`src/rtl/tick_sched_ctrl.sv`:
```
`default_nettype none
// ============================================================================
// Module      : tick_sched_ctrl
// Description : Run-control sequencer for the AWG timebase. It holds a shadow
//               period/burst config, paces one-cycle tick pulses, counts
//               them, and ends finite bursts with a done pulse.
// Revision    : 1.0 - initial release
// ============================================================================
module tick_sched_ctrl #(
    parameter int          CNT_W          = 28,
    parameter int          BURST_W        = 16,
    parameter int unsigned DEFAULT_PERIOD = 119999999
) (
    input  logic               clk,
    input  logic               rst,
    input  logic               cfg_valid,
    output logic               cfg_ready,
    input  logic [CNT_W-1:0]   cfg_period,
    input  logic [BURST_W-1:0] cfg_burst,
    input  logic               start,
    input  logic               stop,
    output logic               tick,
    output logic [BURST_W-1:0] tick_cnt,
    output logic               busy,
    output logic               done
);

    localparam logic [CNT_W-1:0] c_default_period = CNT_W'(DEFAULT_PERIOD);

    typedef enum logic [0:0] {
        S_IDLE = 1'b0,
        S_RUN  = 1'b1
    } state_t;

    state_t               r_state;
    state_t               w_state_nxt;
    logic [CNT_W-1:0]     r_loop;
    logic [CNT_W-1:0]     w_loop_nxt;
    logic [CNT_W-1:0]     r_period;
    logic [CNT_W-1:0]     w_period_nxt;
    logic [BURST_W-1:0]   r_burst;
    logic [BURST_W-1:0]   w_burst_nxt;
    logic [BURST_W-1:0]   r_tick_cnt;
    logic [BURST_W-1:0]   w_tick_cnt_nxt;
    logic [BURST_W-1:0]   w_cnt_inc;
    logic                 r_tick;
    logic                 w_tick_nxt;
    logic                 r_done;
    logic                 w_done_nxt;

    assign w_cnt_inc = r_tick_cnt + BURST_W'(1);

    always_ff @(posedge clk) begin
        if (rst) begin
            r_state    <= S_IDLE;
            r_loop     <= '0;
            r_period   <= c_default_period;
            r_burst    <= '0;
            r_tick_cnt <= '0;
            r_tick     <= 1'b0;
            r_done     <= 1'b0;
        end else begin
            r_state    <= w_state_nxt;
            r_loop     <= w_loop_nxt;
            r_period   <= w_period_nxt;
            r_burst    <= w_burst_nxt;
            r_tick_cnt <= w_tick_cnt_nxt;
            r_tick     <= w_tick_nxt;
            r_done     <= w_done_nxt;
        end
    end

    always_comb begin
        w_state_nxt    = r_state;
        w_loop_nxt     = r_loop;
        w_period_nxt   = r_period;
        w_burst_nxt    = r_burst;
        w_tick_cnt_nxt = r_tick_cnt;
        w_tick_nxt     = 1'b0;
        w_done_nxt     = 1'b0;

        case (r_state)
            S_IDLE: begin
                // Config latched on the start edge applies to the run it launches.
                if (cfg_valid) begin
                    w_period_nxt = cfg_period;
                    w_burst_nxt  = cfg_burst;
                end
                if (start && !stop) begin
                    w_state_nxt    = S_RUN;
                    w_loop_nxt     = '0;
                    w_tick_cnt_nxt = '0;
                end
            end
            S_RUN: begin
                if (stop) begin
                    w_state_nxt = S_IDLE;
                    w_loop_nxt  = '0;
                end else if (r_loop == r_period) begin
                    w_loop_nxt     = '0;
                    w_tick_nxt     = 1'b1;
                    w_tick_cnt_nxt = w_cnt_inc;
                    // Last tick of a finite burst carries done with it.
                    if ((r_burst != '0) && (w_cnt_inc == r_burst)) begin
                        w_done_nxt  = 1'b1;
                        w_state_nxt = S_IDLE;
                    end
                end else begin
                    w_loop_nxt = r_loop + CNT_W'(1);
                end
            end
            default: begin
                w_state_nxt = S_IDLE;
            end
        endcase
    end

    assign cfg_ready = (r_state == S_IDLE);
    assign busy      = (r_state == S_RUN);
    assign tick      = r_tick;
    assign done      = r_done;
    assign tick_cnt  = r_tick_cnt;

endmodule
`default_nettype wire

```
`config.mk`:
```
export PLATFORM = sky130hd
export DESIGN_NAME = tick_sched_ctrl
export DESIGN_NICKNAME = d
export VERILOG_FILES = /design/src/rtl/tick_sched_ctrl.sv
export SDC_FILE = /design/constraint.sdc
export NUM_CORES = 1
export LEC_CHECK = 0
export ABC_AREA = 1
export BUFFER_PORTS_ARGS = -buffer_cell sky130_fd_sc_hd__buf_2
export CORE_MARGIN = 3
export CORE_UTILIZATION = 45
export DETAILED_ROUTE_END_ITERATION = 7
export PLACE_DENSITY_LB_ADDON = 0.3
export SLEW_MARGIN = 10
export SYNTH_ARGS = -nofsm -noshare
export SYNTH_HDL_FRONTEND = slang
export SYNTH_SLANG_ARGS = --single-unit
export TNS_END_PERCENT = 50
```
`constraint.sdc`:
```
create_clock -name clk -period 2.5 [get_ports clk]
set_clock_uncertainty 0.2 [all_clocks]
set_input_delay 0.375 -clock clk [delete_from_list [all_inputs] [get_ports clk]]
set_output_delay 0.375 -clock clk [all_outputs]
set_load 0.02 [all_outputs]
```
==> results.md, run 1 <==
* Outcome: completed
* Endpoints failing setup at 0
* RD Place Congestion at 0.909
* Inst Count DP at 887
* Ant diodes at 0
* # Post-CTS Setup Buffers at 0
* Reg-to-reg slack, setup at 0.16 ns
* Leakage at 2.30 nW
* Setup crit start kind: register
* Setup_tns at 0 ns
* Most frequent CP cell: nand2_1
* Starting DRT DRC Count at 341
* FF-to-FF Start: tick_cnt[0]
* CP max stage delay at 0.46 ns
* Area Overhead vs Synth at 16.0%
* CTS tree: done
* Worst r2r dst: busy
* Worst-Margin Slew at 0.902 ns
* Fmax at 427 MHz
* Layout Cells excl Fill at 910
* Crit path kind: reg -> reg
* Max_cap viols at 0
* Vias at 4766
* Core box area at 0.0105 mm^2
* Clock Latency Late Sink at 0.37 ns
* Drt drc at 0
* Mapped Area at 0.00490 mm^2
* Placed cell area at 0.00538 mm^2
* Critical Path RT at 2.55 ns
* RSZ-0062 raised after global routing: false
* Sequential area share after synthesis at 0.372
* Worst setup margin at 0.160 ns
* Worst vdd ir at 0.000272 V
* CP arrival at 2.39 ns
* Die area at 0.0122 mm^2
* Post-DRT Antenna Nets at 0
* Slew Viols, Final at 0
* Cell chain of the critical path: ha_1 -> nand2_1 -> nor2_4 -> nand3_1 -> xnor3_1 -> nand2_1 -> nor2_1 -> nand3_1 -> nand2_1 -> a21oi_1
* H-Tree Depth at 3
* Ys flop type: dfxtp_1
* Synth top area cells: dfxtp_1 (37%), nand2_1 (12%), nand3_1 (8.4%)
* Initial Utilization at 0.468
* Initial antenna violation count at 0
* Final nets at 821
* Setup crit end kind: register
* TritonCTS buffer count at 9
* Cells after Synth at 697
* P per Cell Area at 535 mW/mm^2
* Post_cts resized at 0
* Fin crit period at 2.34 ns
* Cell variety after synth at 41
* HP Start: cfg_period[0]
* Dpl hpwl at 9.17 mm
* Yosys warning count at 0
* FFs w/ async S/R, synth at 0
* Final worst-path cycle share at 0.936
* Drt pass-1 iters at 5
* Root buf cell: clkbuf_8
* Hold endpoint: r_period[0]
* Fin. Hold Viols at 0
* Row count at 37
* Top-area cell type share of the netlist area at 0.372
* Hold path depth at 3
* WL per Instance at 13.6 um
* GR Util All Layers at 0.210
* DRT Wirelength at 12.4 mm
* Post-synth EDFFs at 0
* CTS Buffer Depth at 2
* Die height at 110 um
* First-pass GRT wire length at 20.1 mm
* CTS sink count at 91
* Syn Nets at 748
* Synthesized area per cell at 7.03 um^2
* Clock transition at path regs at 0.09 ns
* Largest area contributor in the synthesized netlist: dfxtp_1
* Input/output buffers at 68
* Grt ovf at 0
* Final Cell Area at 0.00568 mm^2
* Max FO, Critical Path at 8
* Final Total Pwr at 3.04 mW
* Vias in the first global route at 4342
* Largest net degree at the start of global routing at 59
* Share of layout cells above drive strength 1 at 0.190
* Ports at 69
* Post-DR vias/cell at 5.24
* Slew margin rel. at 0.398
* Worst hold-check path type: in -> reg
* Max stage delay cell, worst path: dfxtp_1
* Yosys reg bits at 91
* Die W at 110 um
* R2R depth at 10
* Pre-CTS WS at 0.230 ns
## worst max-delay path: cells and delay by family, from the launching register on
kind,cells,cell delay (ns)
compound gates,1,0.06
fa+ha+maj,1,0.24
simple gates,7,0.99
xor+xnor,1,0.26
flops,1,0.46
## cell usage in the layout, fill, tap and decap left out, types with 2 or more instances in the layout
| cell type | n |
|---|---|
| a21boi_0 | 2 |
| a21oi_1 | 35 |
| a21oi_2 | 9 |
| and3_1 | 2 |
| buf_2 | 68 |
| buf_4 | 9 |
| bufinv_16 | 2 |
| clkbuf_8 | 11 |
| clkinv_2 | 2 |
| dfxtp_1 | 91 |
| dlygate4sd3_1 | 8 |
| ha_1 | 2 |
| inv_1 | 62 |
| inv_2 | 5 |
| nand2_1 | 157 |
| nand2_2 | 8 |
| nand3_1 | 82 |
| nand3_2 | 5 |
| nand4_1 | 17 |
| nor2_1 | 79 |
| nor2_2 | 5 |
| nor2_4 | 5 |
| nor3_1 | 10 |
| nor3_2 | 10 |
| nor4_1 | 4 |
| o211ai_1 | 2 |
| o21ai_0 | 33 |
| o21bai_1 | 2 |
| or2_1 | 2 |
| xnor2_1 | 17 |
| xor2_1 | 17 |
## per-layer routing
metal / routed length, um / vias to the layer above / global-route usage
met5: 0 / - / 0
met4: 225 / 0 / 0.0774
met3: 604 / 17 / 0.0309
met2: 6030 / 140 / 0.362
met1: 5520 / 2193 / 0.265
li1: - / 2416 / -
## cell type report
cell class | count | area (um^2)
Clock buffer | 11 | 151
Clock inverter | 4 | 73.8
Fill cell | 1019 | 4780
Inverter | 68 | 256
Multi-Input combinational cell | 514 | 2700
Sequential cell | 91 | 1820
Tap cell | 136 | 170
Timing Repair Buffer | 86 | 508
## repair_timing
action                                  CTS  global route
hold endpoints to repair                  8             0
endpoints found under the setup margin    0             0
hold buffers                              8             0
## worst max path at each step
| stage | from | end | slack, ns | cells after the start |
|---|---|---|---|---|
| floorplan | tick_cnt[0] | busy | 0.47 | 10 |
| global placement | tick_cnt[0] | busy | 0.27 | 10 |
| detailed placement | tick_cnt[0] | busy | 0.23 | 12 |
| CTS | tick_cnt[0] | busy | 0.21 | 10 |
| global route | tick_cnt[0] | busy | 0.02 | 12 |
| finish | tick_cnt[0] | busy | 0.16 | 10 |
## synth_stat cells, types with 2 or more instances
| library cell | instances |
|---|---|
| a21oi_1 | 35 |
| nor3_1 | 10 |
| dfxtp_1 | 91 |
| o211ai_1 | 2 |
| xnor2_1 | 17 |
| a21boi_0 | 2 |
| buf_2 | 5 |
| xor2_1 | 17 |
| a21oi_2 | 9 |
| nand4_1 | 17 |
| nand3_2 | 5 |
| nor2_1 | 79 |
| nor2_2 | 5 |
| o21ai_0 | 33 |
| nand2_2 | 7 |
| o21bai_1 | 2 |
| or2_1 | 2 |
| nor4_1 | 4 |
| inv_1 | 62 |
| ha_1 | 2 |
| nand3_1 | 82 |
| nand2_1 | 158 |
| inv_2 | 5 |
| nor3_2 | 10 |
| and3_1 | 2 |
| buf_1 | 3 |
| clkbuf_1 | 13 |
| nor2_4 | 5 |
## through the flow
step | util | hold WS, ns
final | 0.543 | 0.00760
after global routing | 0.543 | 0.00464
after CTS | 0.543 | 0.0000847
after detailed placement | 0.514 | 0.265
after global placement | 0.514 | 0.258
after floorplan | - | 0.244
## state kept, by name, summed over array words and instances (netlist names)
signal	cells
tick	1
done	1
tick_cnt	16
r_loop	28
busy	1
r_burst	16
r_period	28
## kinds of logic (layout without fill, tap and decap cells)
kind of cell	Yosys count	after routing	synth area share
adders and majority gates	2	2	0.00511
and+or+nand+nor	391	391	0.379
AOI/OAI and AO/OA	85	85	0.0978
xor gates and xnor gates	36	36	0.0687
DFF	91	91	0.372
buffers and inverters	92	169	0.0776
## where the power goes
| group | switching (mW) | internal (mW) | total (mW) | leakage (nW) |
|---|---|---|---|---|
| logic | 0.204 | 0.141 | 0.345 | 1.44 |
| registers | 0.0474 | 1.51 | 1.56 | 0.745 |
| clock network | 0.522 | 0.613 | 1.13 | 0.115 |
| total | 0.774 | 2.27 | 3.04 | 2.30 |
No activity file was read; power rests on OpenSTA's default activity.
==> inputs of run 2 (changes only) <==
MAX_ROUTING_LAYER = met4   (was default)
clock period = 2.6 ns   (was 2.5 ns; I/O delays follow)
==> results.md, run 2 (synthesis results as in run 1) <==
* Setup crit end kind: register
* CTS sink count at 91 (unchanged)
* Share of layout cells above drive strength 1 at 0.190 (-0.000380)
* Drt pass-1 iters at 6 (+1)
* Final nets at 813 (-0.97%)
* RD Place Congestion at 0.949 (+4.5%)
* Sw Ratio at 0.262 (+0.00734)
* CP arrival at 2.34 ns (-0.05 ns)
* Vias in the first global route at 4396 (+1.2%)
* Input/output buffers at 68 (unchanged)
* Row count at 37 (unchanged)
* Ports at 69 (unchanged)
* Starting DRT DRC Count at 362 (+6.2%)
* RSZ-0062 raised after global routing: false
* P per Cell Area at 497 mW/mm^2 (-7.2%)
* TritonCTS buffer count at 9 (unchanged)
* P_int at 2.04 mW (-10%)
* Core box area at 0.0105 mm^2 (unchanged)
* WL per Instance at 13.5 um (-1.1%)
* Leakage at 2.23 nW (-2.7%)
* Largest net degree at the start of global routing at 59 (unchanged)
* Reg-to-reg slack, setup at 0.30 ns (+0.14 ns)
* Die W at 110 um (unchanged)
* Final worst-path cycle share at 0.886 (-0.0499)
* Filler instances at 1072 (+5.2%)
* Fin crit period at 2.30 ns (-0.0361 ns)
* DRT Wirelength at 12.1 mm (-2.1%)
* Setup_tns at 0 ns (unchanged)
* Commonest non-fill, non-tap cells in the layout: nand2_1 (157), dfxtp_1 (91), nand3_1 (82)
* CTS tree: done
* Cell chain of the critical path: nand3_1 -> nor2_1 -> nand3_1 -> nand2_1 -> nand3_1 -> nand2_1 -> nand2_1 -> nor2_1 -> nand3_1 -> nand2_1 -> a21oi_1
* Dpl hpwl at 9.16 mm (-0.16%)
* CTS Buffer Depth at 2 (unchanged)
* Grt ovf at 0 (unchanged)
* Clock transition at path regs at 0.08 ns (about the same)
* Endpoints failing setup at 0 (unchanged)
* Die height at 110 um (unchanged)
* Fmax at 434 MHz (+1.6%)
* Area Overhead vs Synth at 13.6%
* Fin. Hold Viols at 0 (unchanged)
* Switching pwr at 0.723 mW (-6.5%)
* Ant diodes at 0 (unchanged)
* Regs by FF count: r_loop (28), r_period (28)
* Critical Path RT at 2.64 ns (+0.09 ns)
* Vias at 4694 (-1.5%)
* Outcome: completed
* R2R depth at 11 (+1)
* Max FO, Critical Path at 7 (-1)
* # Post-CTS Setup Buffers at 0 (unchanged)
* Post-DR vias/cell at 5.21 (-0.53%)
* First-pass GRT wire length at 20.2 mm (+0.27%)
* Clock power frac at 0.342 (-0.031)
* Die area at 0.0122 mm^2 (unchanged)
* Crit path kind: reg -> reg
* Post-DRT Antenna Nets at 0 (unchanged)
* Cts hold-fix bufs at 0 (-8)
* Commonest non-fill, non-tap cell in the layout: nand2_1
* Pre-CTS WS at 0.294 ns (+0.0644 ns)
* Reg power frac at 0.544 (+0.030)
* Reg area at 0.00182 mm^2 (unchanged)
* CP max stage delay at 0.47 ns (about the same)
* Slew margin rel. at 0.532 (+0.134)
* Final Total Pwr at 2.76 mW (-9.1%)
* Clock Latency Late Sink at 0.37 ns (about the same)
* Initial antenna violation count at 0 (unchanged)
* Worst hold-check path type: in -> reg
* H-Tree Depth at 3 (unchanged)
* Setup crit start kind: register
* Worst-Margin Slew at 0.696 ns (-0.206 ns)
* Worst setup margin at 0.296 ns (+0.136 ns)
* Worst vdd ir at 0.000322 V (+18%)
* Initial Utilization at 0.468 (unchanged)
* Root buf cell: clkbuf_8
* Slew Viols, Final at 0 (unchanged)
* Max stage delay cell, worst path: dfxtp_1
* Drt drc at 0 (unchanged)
* GR Util All Layers at 0.214 (+0.00398)
* Multi-input gate area at 0.00270 mm^2 (+0.19%)
* Hold path depth at 3 (unchanged)
* Max_cap viols at 0 (unchanged)
* Gate power share at 0.114 (about the same)
-- run 2: timing repair --
action	in CTS	in global routing
hold endpoints to repair	0	0
endpoints found under the setup margin	0	1
resized for setup	0	1
-- run 2: per-stage QoR --
stage | util | hold WS [ns] | cells | cell area, um^2
after floorplan | - | 0.244 | 697 | 4900
after global placement | 0.514 | 0.268 | 887 | 5380
after detailed placement | 0.514 | 0.274 | 887 | 5380
after CTS | 0.531 | 0.00717 | 901 | 5560
after global routing | 0.532 | 0.0169 | 901 | 5560
final | 0.532 | 0.0238 | 901 | 5560
-- run 2: path summary, 6_finish.rpt --
kind | start | to
worst max-delay path | tick_cnt[0] | busy
worst min-delay path | cfg_period[11] | r_period[11]
worst max register to register | tick_cnt[0] | busy
worst min register to register | r_period[13] | r_period[13]
-- run 2: layout make-up --
cell class / instances / area share
Clock buffer: 12 / 0.0261
Tap cell: 136 / 0.0306
Multi-Input combinational cell: 514 / 0.486
Sequential cell: 91 / 0.327
Timing Repair Buffer: 78 / 0.0769
Inverter: 68 / 0.0461
Clock inverter: 2 / 0.00675
-- run 2: per-layer routing --
| metal | vias up | GRT usage | routed length (um) | share of wire |
|---|---|---|---|---|
| met1 | 2156 | 0.253 | 5320 | 0.44 |
| met4 | 0 | 0.0686 | 222 | 0.018 |
| met3 | 22 | 0.0384 | 566 | 0.047 |
| met2 | 123 | 0.369 | 6010 | 0.50 |
| li1 | 2393 | - | - | - |
| met5 | - | - | 0 | 0 |
-- run 2: worst max-delay path: cells and delay by family (launching register included) --
kind            cells  cell delay (ns)
simple gates       10             1.46
flops               1             0.47
compound gates      1             0.05
-- run 2: power by group through the flow --
stage / combinational (mW) / clock (mW) / sequential (mW)
2_1_floorplan: 0.222 / 0 / 1.52
3_3_place_gp: 0.309 / 0 / 1.53
3_5_place_dp: 0.314 / 0 / 1.54
4_1_cts: 0.317 / 0.973 / 1.50
5_1_grt: 0.358 / 1.02 / 1.51
6_report: 0.315 / 0.947 / 1.50
==> inputs of run 3 (changes only) <==
CORE_ASPECT_RATIO = 1.2   (was default)
SLEW_MARGIN = 30   (was 10)
==> results.md, run 3 (synthesis results as in run 1) <==
* Pre-CTS WS at 0.265 ns (-0.0292 ns)
* CP arrival at 2.33 ns (about the same)
* DRT Wirelength at 12.6 mm (+3.9%)
* P per Cell Area at 577 mW/mm^2 (+16%)
* Vias at 4743 (+1.0%)
* Outcome: completed
* Input/output buffers at 68 (unchanged)
* WL per Instance at 14.1 um (+4.6%)
* CTS sink count at 91 (unchanged)
* Filler instances at 1046 (-2.4%)
* Initial Utilization at 0.464 (-0.00466)
* Cell chain of the critical path: ha_1 -> nand2_1 -> nor2_4 -> nand3_1 -> nand3_1 -> nand2_1 -> inv_1 -> nand3_1 -> nor2_1 -> nand3_1 -> nand2_1 -> a21oi_1
* Post_cts resized at 0 (unchanged)
* Max_cap viols at 0 (unchanged)
* Worst vdd ir at 0.000313 V (-2.8%)
* CTS Buffer Depth at 2 (unchanged)
* Commonest non-fill, non-tap cells in the layout: nand2_1 (157), dfxtp_1 (91), nand3_1 (82)
* Critical Path RT at 2.62 ns (-0.02 ns)
* Ports at 69 (unchanged)
* Reg area at 0.00182 mm^2 (unchanged)
* Worst-Margin Slew at 0.595 ns (-0.101 ns)
* # Post-CTS Setup Buffers at 0 (unchanged)
* Clock transition at path regs at 0.06 ns (-0.02 ns)
* Largest net degree at the start of global routing at 34 (-42%)
* Setup_tns at 0 ns (unchanged)
* RD Place Congestion at 0.914 (-3.8%)
* Worst hold-check path type: in -> reg
* Grt ovf at 0 (unchanged)
* Worst setup margin at 0.282 ns (-0.0133 ns)
* Dpl hpwl at 9.55 mm (+4.3%)
* Max stage delay cell, worst path: dfxtp_1
* Die height at 120 um (+9.0%)
* Drt pass-1 iters at 5 (-1)
* Fin crit period at 2.32 ns (+0.0133 ns)
* Initial antenna violation count at 0 (unchanged)
* Die area at 0.0122 mm^2 (about the same)
* TritonCTS buffer count at 9 (unchanged)
* Starting DRT DRC Count at 178 (-51%)
* Clock Latency Late Sink at 0.34 ns (-0.03 ns)
* Die W at 101 um (-8.2%)
* Regs by FF count: r_loop (28), r_period (28)
* Area Overhead vs Synth at 16.3%
* Multi-input gate area at 0.00270 mm^2 (-0.18%)
* Commonest non-fill, non-tap cell in the layout: nand2_1
* Fmax at 431 MHz (-0.57%)
* Slew margin rel. at 0.603 (+0.0708)
* Root buf cell: clkbuf_16
* Core box area at 0.0106 mm^2 (+1.0%)
* Cts hold-fix bufs at 0 (unchanged)
* Post-DRT Antenna Nets at 0 (unchanged)
* Crit path kind: reg -> reg
* Final nets at 812 (-0.12%)
* Row count at 41 (+11%)
* Ant diodes at 0 (unchanged)
* Share of layout cells above drive strength 1 at 0.191 (+0.00106)
* Setup crit start kind: register
* Drt drc at 0 (unchanged)
* RSZ-0062 raised after global routing: false
* Fin. Hold Viols at 0 (unchanged)
* CTS tree: done
* Max FO, Critical Path at 8 (+1)
* Most frequent CP cell: nand3_1
* Setup crit end kind: register
* Final worst-path cycle share at 0.891 (+0.00511)
* GR Util All Layers at 0.224 (+0.0101)
* Slew Viols, Final at 0 (unchanged)
* CP max stage delay at 0.46 ns (about the same)
* Endpoints failing setup at 0 (unchanged)
* H-Tree Depth at 3 (unchanged)
* Vias in the first global route at 4706 (+7.1%)
* Leakage at 2.31 nW (+3.3%)
* Post-DR vias/cell at 5.30 (+1.7%)
* First-pass GRT wire length at 21.3 mm (+5.7%)
run 3: cell types whose count changed in the layout (fill, tap and decap cells not counted), sizes merged:
| cell | change |
|---|---|
| buf | -1 |
| clkbuf | +1 |
| clkinv | +1 |
| clkinvlp | -1 |
| bufinv | +1 |
run 3: cell type report:
class                      count  share of cell area
inverter                      68              0.0450
multi-input combinational    514               0.474
clock inverter                 3              0.0121
tap                          129              0.0283
clock buffer                  13              0.0474
sequential                    91               0.320
timing repair buffer          77              0.0738
run 3: path summary, 6_finish.rpt:
check                      from           end  slack [ns]  depth (start not counted)
setup / recovery    tick_cnt[0]          busy        0.28                         12
hold reg to reg    r_period[15]  r_period[15]        0.28                          2
hold / removal    cfg_period[2]   r_period[2]        0.05                          3
setup reg to reg    tick_cnt[0]          busy        0.28                         12
run 3: stage by stage:
step	power (mW)	area, um^2	std cells	utilization	hold WS (ns)
floorplan	1.75	4900	697	-	0.244
global placement	1.85	5360	879	0.507	0.268
detailed placement	1.86	5360	879	0.507	0.271
CTS	3.32	5700	895	0.539	0.0378
global route	3.43	5700	895	0.539	0.0472
finish	3.29	5700	895	0.539	0.0505
run 3: per-layer routing:
metal	part of all wire	vias up	wire length [um]	GRT usage
met1	0.41	2193	5130	0.252
met5	0	-	0	-
met2	0.51	124	6430	0.382
met4	0.027	0	346	0.105
li1	-	2398	-	-
met3	0.055	28	687	0.0381
run 3: worst max-delay path: cells and delay by family (launching register included):
family,cells,cell delay (ns)
compound gates,1,0.06
fa+ha+maj,1,0.24
buf+inv,1,0.05
simple gates,9,1.20
flops,1,0.46
run 3: where the power goes:
group / total, mW / leakage [nW] / internal [mW] / switching, mW
registers: 1.50 / 0.745 / 1.46 / 0.0468
clock network: 1.46 / 0.166 / 0.924 / 0.539
logic: 0.323 / 1.40 / 0.126 / 0.197
